**config.mk**
```make
export PLATFORM = sky130hd
export DESIGN_NAME = ps2_host_tx
export DESIGN_NICKNAME = d
export VERILOG_FILES = /design/src/rtl/ps2_host_tx.sv
export SDC_FILE = /design/constraint.sdc
export NUM_CORES = 1
export LEC_CHECK = 0
export BUFFER_PORTS_ARGS = -buffer_cell sky130_fd_sc_hd__clkbuf_2
export CORE_MARGIN = 3
export CORE_UTILIZATION = 35
export DETAILED_ROUTE_END_ITERATION = 12
export GPL_TIMING_DRIVEN = 0
export SLEW_MARGIN = 20
export SYNTH_ARGS = -nofsm -noshare
export SYNTH_HDL_FRONTEND = slang
export SYNTH_SLANG_ARGS = --single-unit
```
**constraint.sdc**
```tcl
create_clock -name clock -period 5.83 [get_ports clock]
set_input_delay 0.2915 -clock clock [delete_from_list [all_inputs] [get_ports clock]]
set_output_delay 0.2915 -clock clock [all_outputs]
set_load 0.05 [all_outputs]
```
**src/rtl/ps2_host_tx.sv**
```systemverilog
// ps2_host_tx - PS/2 host-to-device transmitter.
//
// Sends one command byte to a PS/2 device (e.g. keyboard LED set 0xED, reset 0xFF,
// typematic 0xF3). Shares the open-drain ps2 clock/data pins with the receiver block
// and only ever pulls them low through output enables.
// Frame: inhibit clock, request-to-send (data low, release clock), then on each
// device falling clock edge shift out 8 data bits LSB first, odd parity and stop.
// The 11th falling edge samples the device ACK. A timeout covers the whole
// device-clocked part of the transaction.
//
// Optional feature macro: PS2TX_RETRY_EN
//   defined   : a NACK or timeout retransmits the held byte from INHIBIT up to two
//               more times; error pulses only after the third failure.
//   undefined : the first NACK/timeout pulses error and returns to IDLE.
//
// Ports
//   clock     in   system clock
//   reset     in   asynchronous, active-low reset
//   ce        in   clock enable (8 MHz); all state advances only when ce=1
//   ps2ClkI   in   PS/2 clock pin level
//   ps2DatI   in   PS/2 data pin level
//   ps2ClkOe  out  1 = pull PS/2 clock low, 0 = release
//   ps2DatOe  out  1 = pull PS/2 data low, 0 = release
//   start     in   request to send di (sampled when ce=1, honoured only in IDLE)
//   di        in   byte to send, captured on accepted start
//   busy      out  1 from accepted start until return to IDLE
//   done      out  one-ce-cycle pulse: byte sent and ACKed
//   error     out  one-ce-cycle pulse: NACK or timeout
module ps2_host_tx #(
  parameter int INHIBIT_CYC = 800,
  parameter int TIMEOUT_CYC = 120000
) (
  input  logic       clock,
  input  logic       reset,
  input  logic       ce,
  input  logic       ps2ClkI,
  input  logic       ps2DatI,
  output logic       ps2ClkOe,
  output logic       ps2DatOe,
  input  logic       start,
  input  logic [7:0] di,
  output logic       busy,
  output logic       done,
  output logic       error
);

  typedef enum logic [2:0] {
    IDLE,
    INHIBIT,
    REQ,
    SEND,
    ACK,
    WAITIDLE
  } state_t;

  localparam logic [16:0] INH_LAST = 17'(INHIBIT_CYC - 1);
  localparam logic [16:0] TO_LAST  = 17'(TIMEOUT_CYC - 1);

  state_t      state, state_d;
  logic        clk_s1, clk_s2, clk_prev;
  logic        dat_s1, dat_s2;
  logic        fall;
  logic [16:0] cnt, cnt_d;
  logic [3:0]  bitcnt, bitcnt_d;
  logic [9:0]  sh, sh_d;     // {stop, parity, data}; bits still to be sent
  logic        cur, cur_d;   // bit currently on the data line (start bit = 0)
  logic        done_d, error_d;
  logic        fail;
`ifdef PS2TX_RETRY_EN
  logic [7:0]  data, data_d; // held byte for retransmission
  logic [1:0]  retry, retry_d;
`endif

  // Pin synchroniser, advanced on ce only. Idle bus level is high, so reset the
  // stages to 1 to avoid a phantom falling edge coming out of reset.
  always_ff @(posedge clock or negedge reset) begin
    if (!reset) begin
      clk_s1   <= 1'b1;
      clk_s2   <= 1'b1;
      clk_prev <= 1'b1;
      dat_s1   <= 1'b1;
      dat_s2   <= 1'b1;
    end else if (ce) begin
      clk_s1   <= ps2ClkI;
      clk_s2   <= clk_s1;
      clk_prev <= clk_s2;
      dat_s1   <= ps2DatI;
      dat_s2   <= dat_s1;
    end
  end

  assign fall = clk_prev & ~clk_s2;
  assign busy = (state != IDLE);

  always_comb begin
    // NOTE: every signal written here gets a default first so no path leaves one
    // unassigned, which would otherwise infer a latch.
    state_d  = state;
    cnt_d    = cnt;
    bitcnt_d = bitcnt;
    sh_d     = sh;
    cur_d    = cur;
    done_d   = 1'b0;
    error_d  = 1'b0;
    fail     = 1'b0;
    ps2ClkOe = 1'b0;
    ps2DatOe = 1'b0;
`ifdef PS2TX_RETRY_EN
    data_d   = data;
    retry_d  = retry;
`endif

    case (state)
      IDLE: begin
        if (start) begin
          sh_d     = {1'b1, ~^di, di};
          cur_d    = 1'b0;
          cnt_d    = '0;
          bitcnt_d = '0;
          state_d  = INHIBIT;
`ifdef PS2TX_RETRY_EN
          data_d   = di;
          retry_d  = '0;
`endif
        end
      end
      INHIBIT: begin
        ps2ClkOe = 1'b1;
        if (cnt == INH_LAST) begin
          cnt_d   = '0;
          state_d = REQ;
        end else begin
          cnt_d = cnt + 17'd1;
        end
      end
      REQ: begin
        // Data goes low while clock is still held; clock is released one ce later.
        ps2ClkOe = 1'b1;
        ps2DatOe = 1'b1;
        cnt_d    = '0;
        bitcnt_d = '0;
        state_d  = SEND;
      end
      SEND: begin
        ps2DatOe = ~cur;
        if (fall) begin
          bitcnt_d = bitcnt + 4'd1;
          cur_d    = sh[0];
          sh_d     = {1'b1, sh[9:1]};
          if (bitcnt == 4'd9) state_d = ACK;
        end
      end
      ACK: begin
        if (fall) begin
          if (!dat_s2) state_d = WAITIDLE;
          else         fail    = 1'b1;
        end
      end
      WAITIDLE: begin
        if (clk_s2 && dat_s2) begin
          done_d  = 1'b1;
          state_d = IDLE;
        end
      end
      default: state_d = IDLE;
    endcase

    // Transaction timeout over the device-clocked phases.
    if (state inside {SEND, ACK, WAITIDLE}) begin
      if (cnt == TO_LAST) fail = 1'b1;
      else                cnt_d = cnt + 17'd1;
    end

    // A failure overrides everything else, so done and error can never coincide.
    if (fail) begin
      done_d = 1'b0;
`ifdef PS2TX_RETRY_EN
      if (retry != 2'd2) begin
        retry_d  = retry + 2'd1;
        sh_d     = {1'b1, ~^data, data};
        cur_d    = 1'b0;
        cnt_d    = '0;
        bitcnt_d = '0;
        state_d  = INHIBIT;
      end else begin
        error_d = 1'b1;
        state_d = IDLE;
      end
`else
      error_d = 1'b1;
      state_d = IDLE;
`endif
    end
  end

  // NOTE: sequential state uses non-blocking assignments so every register
  // samples the pre-edge values, independent of statement order.
  always_ff @(posedge clock or negedge reset) begin
    if (!reset) begin
      state  <= IDLE;
      cnt    <= '0;
      bitcnt <= '0;
      sh     <= '0;
      cur    <= 1'b0;
      done   <= 1'b0;
      error  <= 1'b0;
`ifdef PS2TX_RETRY_EN
      data   <= '0;
      retry  <= '0;
`endif
    end else if (ce) begin
      state  <= state_d;
      cnt    <= cnt_d;
      bitcnt <= bitcnt_d;
      sh     <= sh_d;
      cur    <= cur_d;
      done   <= done_d;
      error  <= error_d;
`ifdef PS2TX_RETRY_EN
      data   <= data_d;
      retry  <= retry_d;
`endif
    end
  end

endmodule

```
Yosys cells after proc, flatten, opt, wreduce, memory -nomap -nowiden --
Index checks and enable logic that the tools add are counted.
Operators by class: $add $sub $neg 2, equality and inequality tests 17, multiplexer cells 34, bitwise gates (word level) 3, reductions and logical operators 11
Operators by type and width (count):
- 17-bit 2-to-1 mux | 4
- 17-bit one-hot mux with 3 select lines | 1
- 3-bit 2-to-1 mux | 8
- 3-bit != test (second input constant) | 7
- 10-bit 2-to-1 mux | 2
- 10-bit one-hot mux with 2 select lines | 1
- 3-bit one-hot mux with 6 select lines | 1
- 17-bit by 1-bit adder with 17-bit output (second input constant) | 1
- 17-bit by 10-bit == test with 1-bit output (second input constant) | 1
- 17-bit == test (second input constant) | 1
- 1-bit 2-to-1 mux | 12
- 4-bit one-hot mux with 3 select lines | 1
- 3-bit nonzero test | 3
- 4-bit 2-to-1 mux | 2
- 4-bit AND reduction | 2
- 8-bit AND reduction | 1
- 8-bit XNOR reduction | 1
- 3-bit by 2-bit == test with 1-bit output (second input constant) | 2
- 3-bit == test (second input constant) | 2
- 4-bit by 1-bit adder with 4-bit output (second input constant) | 1
- 4-bit == test (second input constant) | 1
- 2-bit != test (second input constant) | 2
- 1-bit one-hot mux with 2 select lines | 2
- 3-bit by 1-bit == test with 1-bit output (second input constant) | 1
- other kinds (6) | 7
Word-level totals: register bits 42

Depth between registers and ports, before layout --
depth in word-level cells 8, mapped depth 8

Worst setup path before layout --
OpenSTA, ideal clock, no wires.
path kind register to output, start point register state[1], end point output port ps2DatOe, arrival time 1981 ps, setup slack 3558 ps, stages on the path, launching flop included 4, buffers on the path 1, path through dfrtp_1 > clkbuf_1 > inv_1 > a211oi_1
On the way: cells in the longest elaborated chain, start to end 2, elaborated cells on any way between the ends 3, those cells by class eq/ne (2); mux (1)
Ends and longest elaborated chain:
- start, declared | line 59 | state_t state, state_d;
- start signal, assigned | line 212 | state <= state_d;
- 3-bit by 2-bit == test with 1-bit output | line 113 | case (state)
- 1-bit one-hot mux with 2 select lines (*) | line 113
- end, declared | line 39 | output logic ps2DatOe,
Every way passes the cells marked *; elsewhere a longest branch is shown, timed or not.

Worst setup path after layout --
start point register cnt[0], end point register cnt[4]
On the way: cells in the longest elaborated chain, start to end 5, elaborated cells on any way between the ends 7, those cells by class add/sub (1); eq/ne (2); mux (4)
Ends and longest elaborated chain:
- start, declared | line 63 | logic [16:0] cnt, cnt_d;
- start signal, assigned | line 213 | cnt <= cnt_d;
- 17-bit by 1-bit adder with 17-bit output or 17-bit by 10-bit == test with 1-bit output (tied branches) | line 133, 171, 129
- 17-bit 2-to-1 mux | line 129 | if (cnt == INH_LAST) begin
- 17-bit one-hot mux with 3 select lines | line 113
- 17-bit 2-to-1 mux | line 170 | if (cnt == TO_LAST) fail = 1'b1;
- 17-bit 2-to-1 mux (*) | line 169 | if (state inside {SEND, ACK, WAITIDLE}) begin
Marks and branches as above. A chain may end at the register's enable or synchronous reset.

==> flow_metrics.tcl <==
set metrics [dict create \
    grt_overflow 0 \
    most-common-layout-cells "nand2_1, dfrtp_1, o21ai_0, nor2_1, clkbuf_2" \
    cts_hold_buffers 0 \
    path_delay_family "compound AO/OA/AOI/OAI gates" \
    criticalPathCategory "reg2reg" \
    slew_headroom_pct 38.5 \
    detailedRoute.firstIterationViolations 202 \
    critPathMaxStageDelay_ns 0.60 \
    htree_levels 2 \
    die_x_microns 90.5 \
    dr_total_vias 2201 \
    routed_via_density 5.38 \
    worst-r2r-setup-slack_ns 3.36 \
    grt_start_max_net_pins 43 \
    clock-skew-final_ns 0.00698 \
    clkSlewWorstSetupHoldPaths_ns 0.08 \
    die-area_sq_um 8190 \
    crit_path_max_fanout 10 \
    grt_first_pass_wirelength_mm 9.70 \
    post-route-drc-count 0 \
    tritoncts "yes" \
    post_synthesis_instance_total 287 \
    power_per_cell_area_nw_per_um2 390 \
    synth_ff_type "dfrtp_1" \
    run_status "finished, final reports clean" \
    cells_along_the_critical_path "ha_1 -> and4_1 -> and2_0 -> clkbuf_1 -> a21oi_1 -> buf_2 -> o21ai_0 -> o211ai_1" \
    chipHeight_microns 90.5 \
    cp.arrival_ns 2.68 \
    placed_wire_length_estimate_after_detailed_placement_mm 3.97 \
    fillers 682 \
    drt.antenna.violating_nets 0 \
    crit_path_start_kind "flop" \
    launch_point_of_the_worst_reg_to_reg_path "cnt[0]$_DFFE_PN0P_" \
    leakagePower_nw 1.14 \
    fin_setup_tns_ns 0 \
    antenna_violations_before_repair 0 \
    finalCritPeriodShare_pct 42.4 \
    finalMaxSlewViolations 0 \
    post_synth_edffs 0 \
    drive_gt1_share_pct 16.3 \
    hold_violations 0 \
    setup_ws_ns 3.36 \
    final-setup-viol-count 0 \
    layout_commonest_cell "nand2_1" \
    vdd.ir_drop.worst_v 0.000144 \
    number_of_cells_on_the_worst_reg_to_reg_path 8 \
    clkLatencyLatePin_ns 0.29 \
    cts_made_buffers 5 \
    layout_net_count 329 \
    place.gp.congestion 0.804 \
    wl_mm 5.49 \
    number_of_max_cap_violations 0 \
    cp.required_ns 6.04 \
    clk_path_buf_depth 2 \
    hold_path_class "in2async" \
    timing.critical_path.buf_inv 2 \
    pin_count 19 \
    asyncSetResetFlopFracSynth_pct 100 \
    critical_path.endpoint_type "flop" \
    synth_cell_types 50 \
    clock-sinks 42 \
    fin_crit_period_ns 2.47 \
    timing.fmax_mhz 405 \
    n_antenna_cell 0 \
    io_buffers 18 \
    synth-seq-cells 42 \
    gr-usage-all-layers_pct 14.2 \
    num_rows 30 \
    vias_in_the_first_global_route 2089 \
    cts-resized-gates 0 \
    cts.repair_timing.setup_buffer_count 0 \
    placement.setup.worst_slack_ns 3.38 \
    worst-slew-pin-transition_ns 0.923 \
    synthesis.yosys.warnings 0 \
    syn_to_final_growth_pct 12.8 \
    reg_to_reg_endpoint "cnt[4]$_DFFE_PN0P_" \
    routed_wire_length_per_instance_microns 13.4 \
    ys_seq_area_share_pct 42.3 \
    synthesis.area_per_instance_sq_um 8.71 \
    core_footprint_sq_um 6870 \
    drtPass1Iterations 5 \
    clk_root_buffer_cell "clkbuf_8" \
    worst_path_max_delay_cell "a21oi_1" \
    syn_nets 304 \
    initial_utilization_pct 36.4 \
    post_synth_instance_area_sq_um 2500 \
    setup_repair_after_global_routing_missed_its_margin "false" \
]
==> through the flow <==
stage / hold slack (ns) / util, % / power (mW) / cell area, sq um / cells
floorplan: -0.00409 / - / 0.772 / 2500 / 287
CTS: 0.209 / 41.1 / 1.11 / 2820 / 409
global placement: 0.455 / 39.5 / 0.870 / 2710 / 401
finish: 0.135 / 41.1 / 1.10 / 2820 / 409
detailed placement: 0.453 / 39.5 / 0.879 / 2710 / 401
global route: 0.206 / 41.1 / 1.18 / 2820 / 409
==> layout make-up <==
| class | count | area, sq um | area share, % |
|---|---|---|---|
| clock inverter | 2 | 37.5 | 1.33 |
| sequential | 42 | 1060 | 37.5 |
| timing repair buffer | 18 | 90.1 | 3.19 |
| inverter | 6 | 22.5 | 0.799 |
| clock buffer | 6 | 72.6 | 2.57 |
| tap | 96 | 120 | 4.26 |
| multi-input combinational | 226 | 1370 | 48.5 |
| buffer | 13 | 52.6 | 1.86 |
==> Yosys cell counts (all sizes together), types with 6 or more instances <==
| master | count | share of area, % |
|---|---|---|
| o22ai | 10 | 2.5 |
| clkbuf | 11 | 1.7 |
| nor2 | 22 | 3.4 |
| nand3 | 7 | 1.4 |
| nor2b | 7 | 1.8 |
| dfrtp | 37 | 37 |
| o21ai | 28 | 5.6 |
| nor3 | 8 | 1.6 |
| a31oi | 9 | 2.3 |
| mux2 | 9 | 4.1 |
| nand4 | 6 | 1.5 |
| xnor2 | 8 | 2.8 |
| o211ai | 8 | 2.4 |
| a21oi | 8 | 1.8 |
| and2 | 8 | 2.0 |
| nand2 | 42 | 6.3 |
| inv | 6 | 0.90 |
==> per-layer routing <==
layer  track usage [%]  wire (microns)  vias to the layer above
li1                  -               -                     1098
met1              19.9            2750                     1060
met2              22.2            2480                       36
met3              2.58             179                        7
met4              4.59              73                        0
met5                 0               0                        -
==> worst max path at each step <==
stage,cells after the start,to,start
after global routing,8,cnt[6]$_DFFE_PN0P_,cnt[0]$_DFFE_PN0P_
after floorplan,3,ps2DatOe,state[1]$_DFFE_PN0P_
after global placement,8,cnt[6]$_DFFE_PN0P_,cnt[0]$_DFFE_PN0P_
after detailed placement,8,cnt[4]$_DFFE_PN0P_,cnt[0]$_DFFE_PN0P_
after CTS,8,cnt[4]$_DFFE_PN0P_,cnt[0]$_DFFE_PN0P_
final,8,cnt[4]$_DFFE_PN0P_,cnt[0]$_DFFE_PN0P_
==> state kept, by name, summed over array words and instances (netlist names) <==
signal    cells
clk_s1        1
dat_s1        1
clk_prev      1
cur           1
dat_s2        1
clk_s2        1
done          1
bitcnt        4
cnt          17
error         1
state         3
sh           10
==> where the power goes <==
part	total [mW]	switching (mW)	internal (mW)
combinational	0.407	0.237	0.170
clock	0.225	0.0971	0.128
sequential	0.467	0.0857	0.382
total	1.10	0.420	0.679
==> kinds of logic (layout without fill, tap and decap cells) <==
group,after synthesis,count (layout),share of synthesized area [%]
mux,9,9,4.05
flops,42,42,42.3
compound gates,83,83,21.3
simple gates,123,123,25.0
xor+xnor,8,8,2.80
fa+ha+maj,3,3,1.50
buf+inv,19,45,3.00
==> worst register-to-register path, delay by kind of cell, from the launching register on <==
kind,cells,cell delay (ns)
DFF,1,0.41
and+or+nand+nor,2,0.40
adders and majority gates,1,0.25
buffers and inverters,2,0.50
AOI/OAI and AO/OA,3,0.83
(Power assumes the default switching activity.)
